--- config.mk ---
export PLATFORM = sky130hd
export DESIGN_NAME = rom_loader
export DESIGN_NICKNAME = d
export VERILOG_FILES = /design/src/rtl/rom_loader.sv
export SDC_FILE = /design/constraint.sdc
export NUM_CORES = 1
export LEC_CHECK = 0
export CAP_MARGIN = 10
export CORE_ASPECT_RATIO = 0.7
export CORE_MARGIN = 2
export CORE_UTILIZATION = 48
export CTS_CLUSTER_DIAMETER = 80
export DETAILED_ROUTE_END_ITERATION = 7
export GPL_TIMING_DRIVEN = 0
export PLACE_DENSITY = 0.84
export SYNTH_ARGS = -nofsm -noshare
export SYNTH_HDL_FRONTEND = slang
export SYNTH_SLANG_ARGS = --single-unit
--- constraint.sdc ---
create_clock -name cpu_clk -period 3.3 [get_ports cpu_clk]
set_clock_uncertainty 0.2 [all_clocks]
set_input_delay 0.66 -clock cpu_clk [delete_from_list [all_inputs] [get_ports cpu_clk]]
set_output_delay 0.66 -clock cpu_clk [all_outputs]
set_load 0.03 [all_outputs]
--- src/rtl/rom_loader.sv ---
// rom_loader
//   Boot-time sequencer that fills rom_master with an iNES image delivered as
//   a byte stream (host or UART). It checks the 16-byte header (16k PRG /
//   8k CHR NROM only), drives the rom_master programming path and holds the
//   CPU core in reset until a complete, valid image has been written.
//
// Ports
//   cpu_clk    in   1   sole clock, rising edge
//   rst        in   1   asynchronous, active-low reset
//   start      in   1   one-cycle pulse: begin or restart a load
//   in_valid   in   1   stream byte valid
//   in_data    in   8   stream byte
//   in_ready   out  1   loader accepts a byte (transfer = in_valid && in_ready)
//   prog       out  1   rom_master write mode
//   prog_ab    out  16  rom_master byte address (0 .. 'h600F)
//   prog_di    out  8   rom_master write data
//   prog_we    out  1   write strobe, one cycle per byte
//   cpu_rst_n  out  1   CPU reset hold, low until a load completes
//   done       out  1   image loaded and valid
//   err        out  1   load aborted
//   err_code   out  2   0 bad magic, 1 bad PRG/CHR count, 2 mapper != 0, 3 timeout
//
// Build option
//   LOADER_TIMEOUT_EN  when defined, a gap counter aborts the load (err_code 3)
//                      after TIMEOUT_CYC consecutive cycles without a transfer
//                      while a load is in progress. Undefined: waits forever.
//
// State | meaning
//   IDLE | after reset, waiting for start
//   HDR  | accepting and checking header bytes 0..15
//   PRG  | accepting PRG bytes
//   CHR  | accepting CHR bytes
//   FIN  | one cycle while the final write strobe completes
//   DONE | image valid, CPU released
//   ERR  | load aborted, stream no longer consumed

module rom_loader #(
    parameter int HDR_BYTES   = 16,
    parameter int PRG_BYTES   = 'h4000,
    parameter int CHR_BYTES   = 'h2000,
    parameter int TIMEOUT_CYC = 'hFFFFF
) (
    input  logic        cpu_clk,
    input  logic        rst,
    input  logic        start,
    input  logic        in_valid,
    input  logic [7:0]  in_data,
    output logic        in_ready,
    output logic        prog,
    output logic [15:0] prog_ab,
    output logic [7:0]  prog_di,
    output logic        prog_we,
    output logic        cpu_rst_n,
    output logic        done,
    output logic        err,
    output logic [1:0]  err_code
);

    localparam logic [2:0] S_IDLE = 3'd0;
    localparam logic [2:0] S_HDR  = 3'd1;
    localparam logic [2:0] S_PRG  = 3'd2;
    localparam logic [2:0] S_CHR  = 3'd3;
    localparam logic [2:0] S_FIN  = 3'd4;
    localparam logic [2:0] S_DONE = 3'd5;
    localparam logic [2:0] S_ERR  = 3'd6;

    localparam logic [15:0] HDR_END = 16'(HDR_BYTES - 1);
    localparam logic [15:0] PRG_END = 16'(HDR_BYTES + PRG_BYTES - 1);
    localparam logic [15:0] CHR_END = 16'(HDR_BYTES + PRG_BYTES + CHR_BYTES - 1);

    logic [2:0]  state;
    logic [15:0] idx;
    logic        active;
    logic        xfer;
    logic        hdr_bad;
    logic [1:0]  hdr_code;
    logic        timeout_hit;

    assign active    = (state == S_HDR) || (state == S_PRG) || (state == S_CHR);
    assign xfer      = in_valid && active;
    assign in_ready  = active;
    assign prog      = active || (state == S_FIN);
    assign done      = (state == S_DONE);
    assign err       = (state == S_ERR);
    assign cpu_rst_n = (state == S_DONE);

    // Header byte check for the byte currently on the stream; only acted on
    // when that byte actually transfers.
    always_comb begin
        hdr_bad  = 1'b0;
        hdr_code = 2'd0;
        if (state == S_HDR) begin
            case (idx)
                16'd0: hdr_bad = (in_data != 8'h4E);
                16'd1: hdr_bad = (in_data != 8'h45);
                16'd2: hdr_bad = (in_data != 8'h53);
                16'd3: hdr_bad = (in_data != 8'h1A);
                16'd4, 16'd5: begin
                    hdr_bad  = (in_data != 8'h01);
                    hdr_code = 2'd1;
                end
                16'd6, 16'd7: begin
                    hdr_bad  = (in_data[7:4] != 4'h0);
                    hdr_code = 2'd2;
                end
                default: hdr_bad = 1'b0;
            endcase
        end
    end

`ifdef LOADER_TIMEOUT_EN
    localparam int GW = $clog2(TIMEOUT_CYC + 1);

    logic [GW-1:0] gap;

    // Held at zero outside a load, so entry to HDR always starts from zero.
    always_ff @(posedge cpu_clk or negedge rst) begin
        if (!rst) begin
            gap <= '0;
        end else if (!active || xfer) begin
            gap <= '0;
        end else begin
            gap <= gap + 1'b1;
        end
    end

    // The TIMEOUT_CYC-th idle cycle in a row is the one that aborts.
    assign timeout_hit = active && !xfer && (gap == GW'(TIMEOUT_CYC - 1));
`else
    assign timeout_hit = 1'b0;
`endif

    always_ff @(posedge cpu_clk or negedge rst) begin
        if (!rst) begin
            state    <= S_IDLE;
            idx      <= '0;
            prog_ab  <= '0;
            prog_di  <= '0;
            prog_we  <= 1'b0;
            err_code <= 2'd0;
        end else begin
            prog_we <= 1'b0;
            case (state)
                S_IDLE: begin
                    if (start) begin
                        state <= S_HDR;
                        idx   <= '0;
                    end
                end
                S_HDR, S_PRG, S_CHR: begin
                    if (xfer) begin
                        // A failing header byte is still written before aborting.
                        prog_ab <= idx;
                        prog_di <= in_data;
                        prog_we <= 1'b1;
                        idx     <= idx + 16'd1;
                        if (hdr_bad) begin
                            state    <= S_ERR;
                            err_code <= hdr_code;
                        end else if (state == S_HDR && idx == HDR_END) begin
                            state <= S_PRG;
                        end else if (state == S_PRG && idx == PRG_END) begin
                            state <= S_CHR;
                        end else if (state == S_CHR && idx == CHR_END) begin
                            state <= S_FIN;
                        end
                    end else if (timeout_hit) begin
                        state    <= S_ERR;
                        err_code <= 2'd3;
                    end
                end
                S_FIN: begin
                    state <= S_DONE;
                end
                S_DONE, S_ERR: begin
                    if (start) begin
                        state    <= S_HDR;
                        idx      <= '0;
                        err_code <= 2'd0;
                    end
                end
                default: begin
                    state <= S_IDLE;
                end
            endcase
        end
    end

endmodule

==> summary.txt <==
Run status
  – Status: complete, but fails checks
  – Failing checks: hold timing

Floorplan
  – DIE AREA: 0.00596 mm^2
  – # rows: 22
  – Die Y: 65.2 um
  – Ports: 44
  – Starting Density: 49.4%
  – Die X: 91.4 um
  – Core box area: 0.00520 mm^2

Clock network
  – CTS root buffer: clkbuf_8
  – # clock sinks: 46
  – CTS tree: yes
  – Worst skew pair latency: 0.31 ns
  – Num CTS Buffers: 5
  – Clock-pin slew on the worst setup and hold paths: 0.09 ns
  – CTS H-tree depth: 2
  – CTS Buffer Depth: 2
  – Cts hold-fix bufs: 0

Power and ir drop
  – PD cells: 758 mW/mm^2
  – Logic pwr share: 53.6%
  – Sw Share: 44.8%
  – Sequential power share: 29.3%
  – Internal Pwr Total: 1.40 mW
  – Leak: 1.54 nW
  – VDD IR-drop max: 283 uV
  – Net Sw Power: 1.14 mW
  – Clock power share: 17.1%

Drt
  – DRC viols: 0
  – Pre-Repair DR Iteration Count: 5
  – DR vias: 2426
  – ANT nets after route: 0
  – DR WL/cell: 14.7 um
  – Vias per inst: 5.44
  – 1st-iter DRT viols: 263
  – Drt total wl: 6.54 mm

Logic synthesis
  – Netlist cell types: 46
  – FFs w/ async S/R, synth: 100%
  – Register area share after synthesis: 44.8%
  – Cells after Synth: 313
  – Syn. warnings: 0
  – Netlist Area Pre-Place: 0.00257 mm^2
  – Syn_area_per_cell: 8.21 um^2
  – Net Count, Synth: 329
  – Yosys reg bits: 46
  – Post-synth EDFFs: 0
  – Top_reg_cell synth: dfrtp_1

Timing
  – Hold WS: -0.00395 ns
  – Fin. Hold Viols: 8
  – Final setup fails: 0
  – Tcrit/Tclk final: 97.3%
  – Worst setup margin: 0.0886 ns
  – Slew margin rel.: 42.3%
  – Setup_tns: 0 ns
  – Fmax: 311 MHz
  – Shortest period the worst path allows: 3.21 ns
  – Slew Limit Fails: 0
  – Measured slew at the worst slew-check pin: 0.857 ns

Global route
  – GRT Total Usage: 22.2%
  – Vias in the first global route: 2208
  – Initial antenna violation count: 0
  – Largest net degree at the start of global routing: 39
  – Total gr overflow: 0
  – Global-route wire length before repair: 10.5 mm

Placement
  – Dpl cells: 429
  – Routability cong.: 0.894
  – IO buf count: 43
  – Post-DP HPWL: 4.52 mm
  – Pre-CTS setup slack: -0.136 ns

Critical path
  – Critical path's most frequent cell: a211oi_2
  – Setup crit end kind: register
  – WP data arrival: 3.21 ns
  – WS Path Type: reg2reg
  – Critical Path Max Stage Delay: 0.67 ns
  – Critical path startpoint category: register
  – Worst EP required: 3.30 ns
  – Critical path fanouts, max: 8
  – Critical path cell sequence: inv_1 > ha_1 > or4b_2 > a21o_1 > a211oi_2 > o32ai_4 > buf_4 > a211oi_2 > nor2_1 > mux2_1
  – Slowest cell on the critical path: or4b_2

Finish
  – Final Util: 64.5%
  – Commonest non-fill, non-tap cell in the layout: nand2_1
  – Sequential cell area: 0.00115 mm^2
  – Most frequent cells in the layout: nand2_1, dfrtp_1, clkdlybuf4s50_1
  – Filler cell count: 450
  – Antenna cells: 0
  – Fin nets: 389
  – Non-Filler Instances: 446
  – Multi-input logic area: 0.00138 mm^2
  – Layout area overhead: 30.6%
  – Layout cells sized above 1: 11.5%

Min path
  – HP Class: in2async

Flow run
  – Max Cap Violations: 0
==> critical path: cells and delay by family (launching register included) <==
family	cells	cell delay (ns)
muxes	1	0.31
and+or+nand+nor	2	0.77
DFF	1	0.43
buffers and inverters	2	0.26
AOI/OAI and AO/OA	4	0.84
adders and majority gates	1	0.29
==> power groups by stage <==
stage	registers [mW]	logic, mW	clock network (mW)
2_1_floorplan	0.878	0.742	0
3_3_place_gp	0.748	1.26	0
3_5_place_dp	0.755	1.29	0
4_1_cts	0.744	1.29	0.437
5_1_grt	0.762	1.49	0.467
6_report	0.746	1.36	0.435
==> registers in the layout, indices dropped and copies added (netlist names) <==
signal / count
err_code: 2
idx: 16
prog_ab: 16
prog_di: 8
prog_we: 1
state: 3
==> cell type report <==
| cell class | count | share of cell area, % |
|---|---|---|
| plain buffers | 13 | 1.57 |
| clock buffers | 6 | 2.16 |
| multi-input cells | 241 | 41.1 |
| clock inverters | 2 | 1.12 |
| well taps | 72 | 2.68 |
| repair buffers | 56 | 16.0 |
| inverters | 10 | 1.12 |
| flip-flops and latches | 46 | 34.3 |
==> through the flow <==
step,power [mW],cell area (um^2)
2_1_floorplan,1.62,2570
3_3_place_gp,2.01,3090
3_5_place_dp,2.05,3100
4_1_cts,2.48,3260
5_1_grt,2.72,3360
6_report,2.54,3360
==> Yosys cell counts, drive strengths merged (3+ instances only) <==
| master | n | share of area, % |
|---|---|---|
| nand2 | 80 | 12 |
| dfrtp | 46 | 45 |
| nor2 | 38 | 5.6 |
| o21ai | 21 | 4.1 |
| clkbuf | 13 | 1.9 |
| xor2 | 13 | 4.4 |
| inv | 10 | 1.5 |
| nor3 | 10 | 1.9 |
| nand3 | 7 | 1.4 |
| a21oi | 6 | 1.2 |
| or4 | 6 | 2.0 |
| nand4 | 5 | 1.2 |
| nor4 | 5 | 1.2 |
| xnor2 | 5 | 1.7 |
| ha | 4 | 1.9 |
| a211oi | 3 | 0.88 |
| and2 | 3 | 0.73 |
| and3 | 3 | 0.73 |
| buf | 3 | 0.88 |
| or2 | 3 | 0.73 |
==> path summary, 6_finish.rpt <==
check / start / endpoint / slack, ns / depth (start not counted)
hold / removal: rst / prog_di[4]$_DFFE_PN0P_ / -0.004 / 1
hold reg to reg: prog_ab[8]$_DFFE_PN0P_ / prog_ab[8]$_DFFE_PN0P_ / 0.29 / 2
setup / recovery: idx[0]$_DFFE_PN0P_ / state[0]$_DFFE_PN0P_ / 0.09 / 10
max in group asynchronous: rst / idx[0]$_DFFE_PN0P_ / 2.44 / 2
setup reg to reg: idx[0]$_DFFE_PN0P_ / state[0]$_DFFE_PN0P_ / 0.09 / 10
min in group cpu_clk: prog_ab[8]$_DFFE_PN0P_ / prog_ab[8]$_DFFE_PN0P_ / 0.29 / 2
==> routing by layer <==
metal,vias to the layer above,GRT usage [%],wire (um)
li1,1172,-,-
met1,1148,31.7,2980
met2,93,34.5,3020
met3,13,4.24,443
met4,0,6.82,100
met5,-,0,0
==> timing repair <==
| action | in CTS | in global routing |
|---|---|---|
| gates resized for setup | 1 | 12 |
| pin swaps | 3 | 8 |
| buffers inserted | 5 | 7 |
| endpoints found under the setup margin | 4 | 4 |
==> cell families (layout without fill, tap and decap cells) <==
logic type               Yosys count  after routing  synth area share, %
AND/OR/NAND/NOR                  172            172                 30.7
flip-flops                        46             46                 44.8
AO/OA/AOI/OAI                     45             45                 11.3
buffers and inverters             26             87                 4.24
XOR/XNOR                          18             18                 6.14
adder cells (fa/ha/maj)            4              4                 1.95
multiplexers                       2              2                0.877
Note: power is estimated with default switching activity, not from simulation.
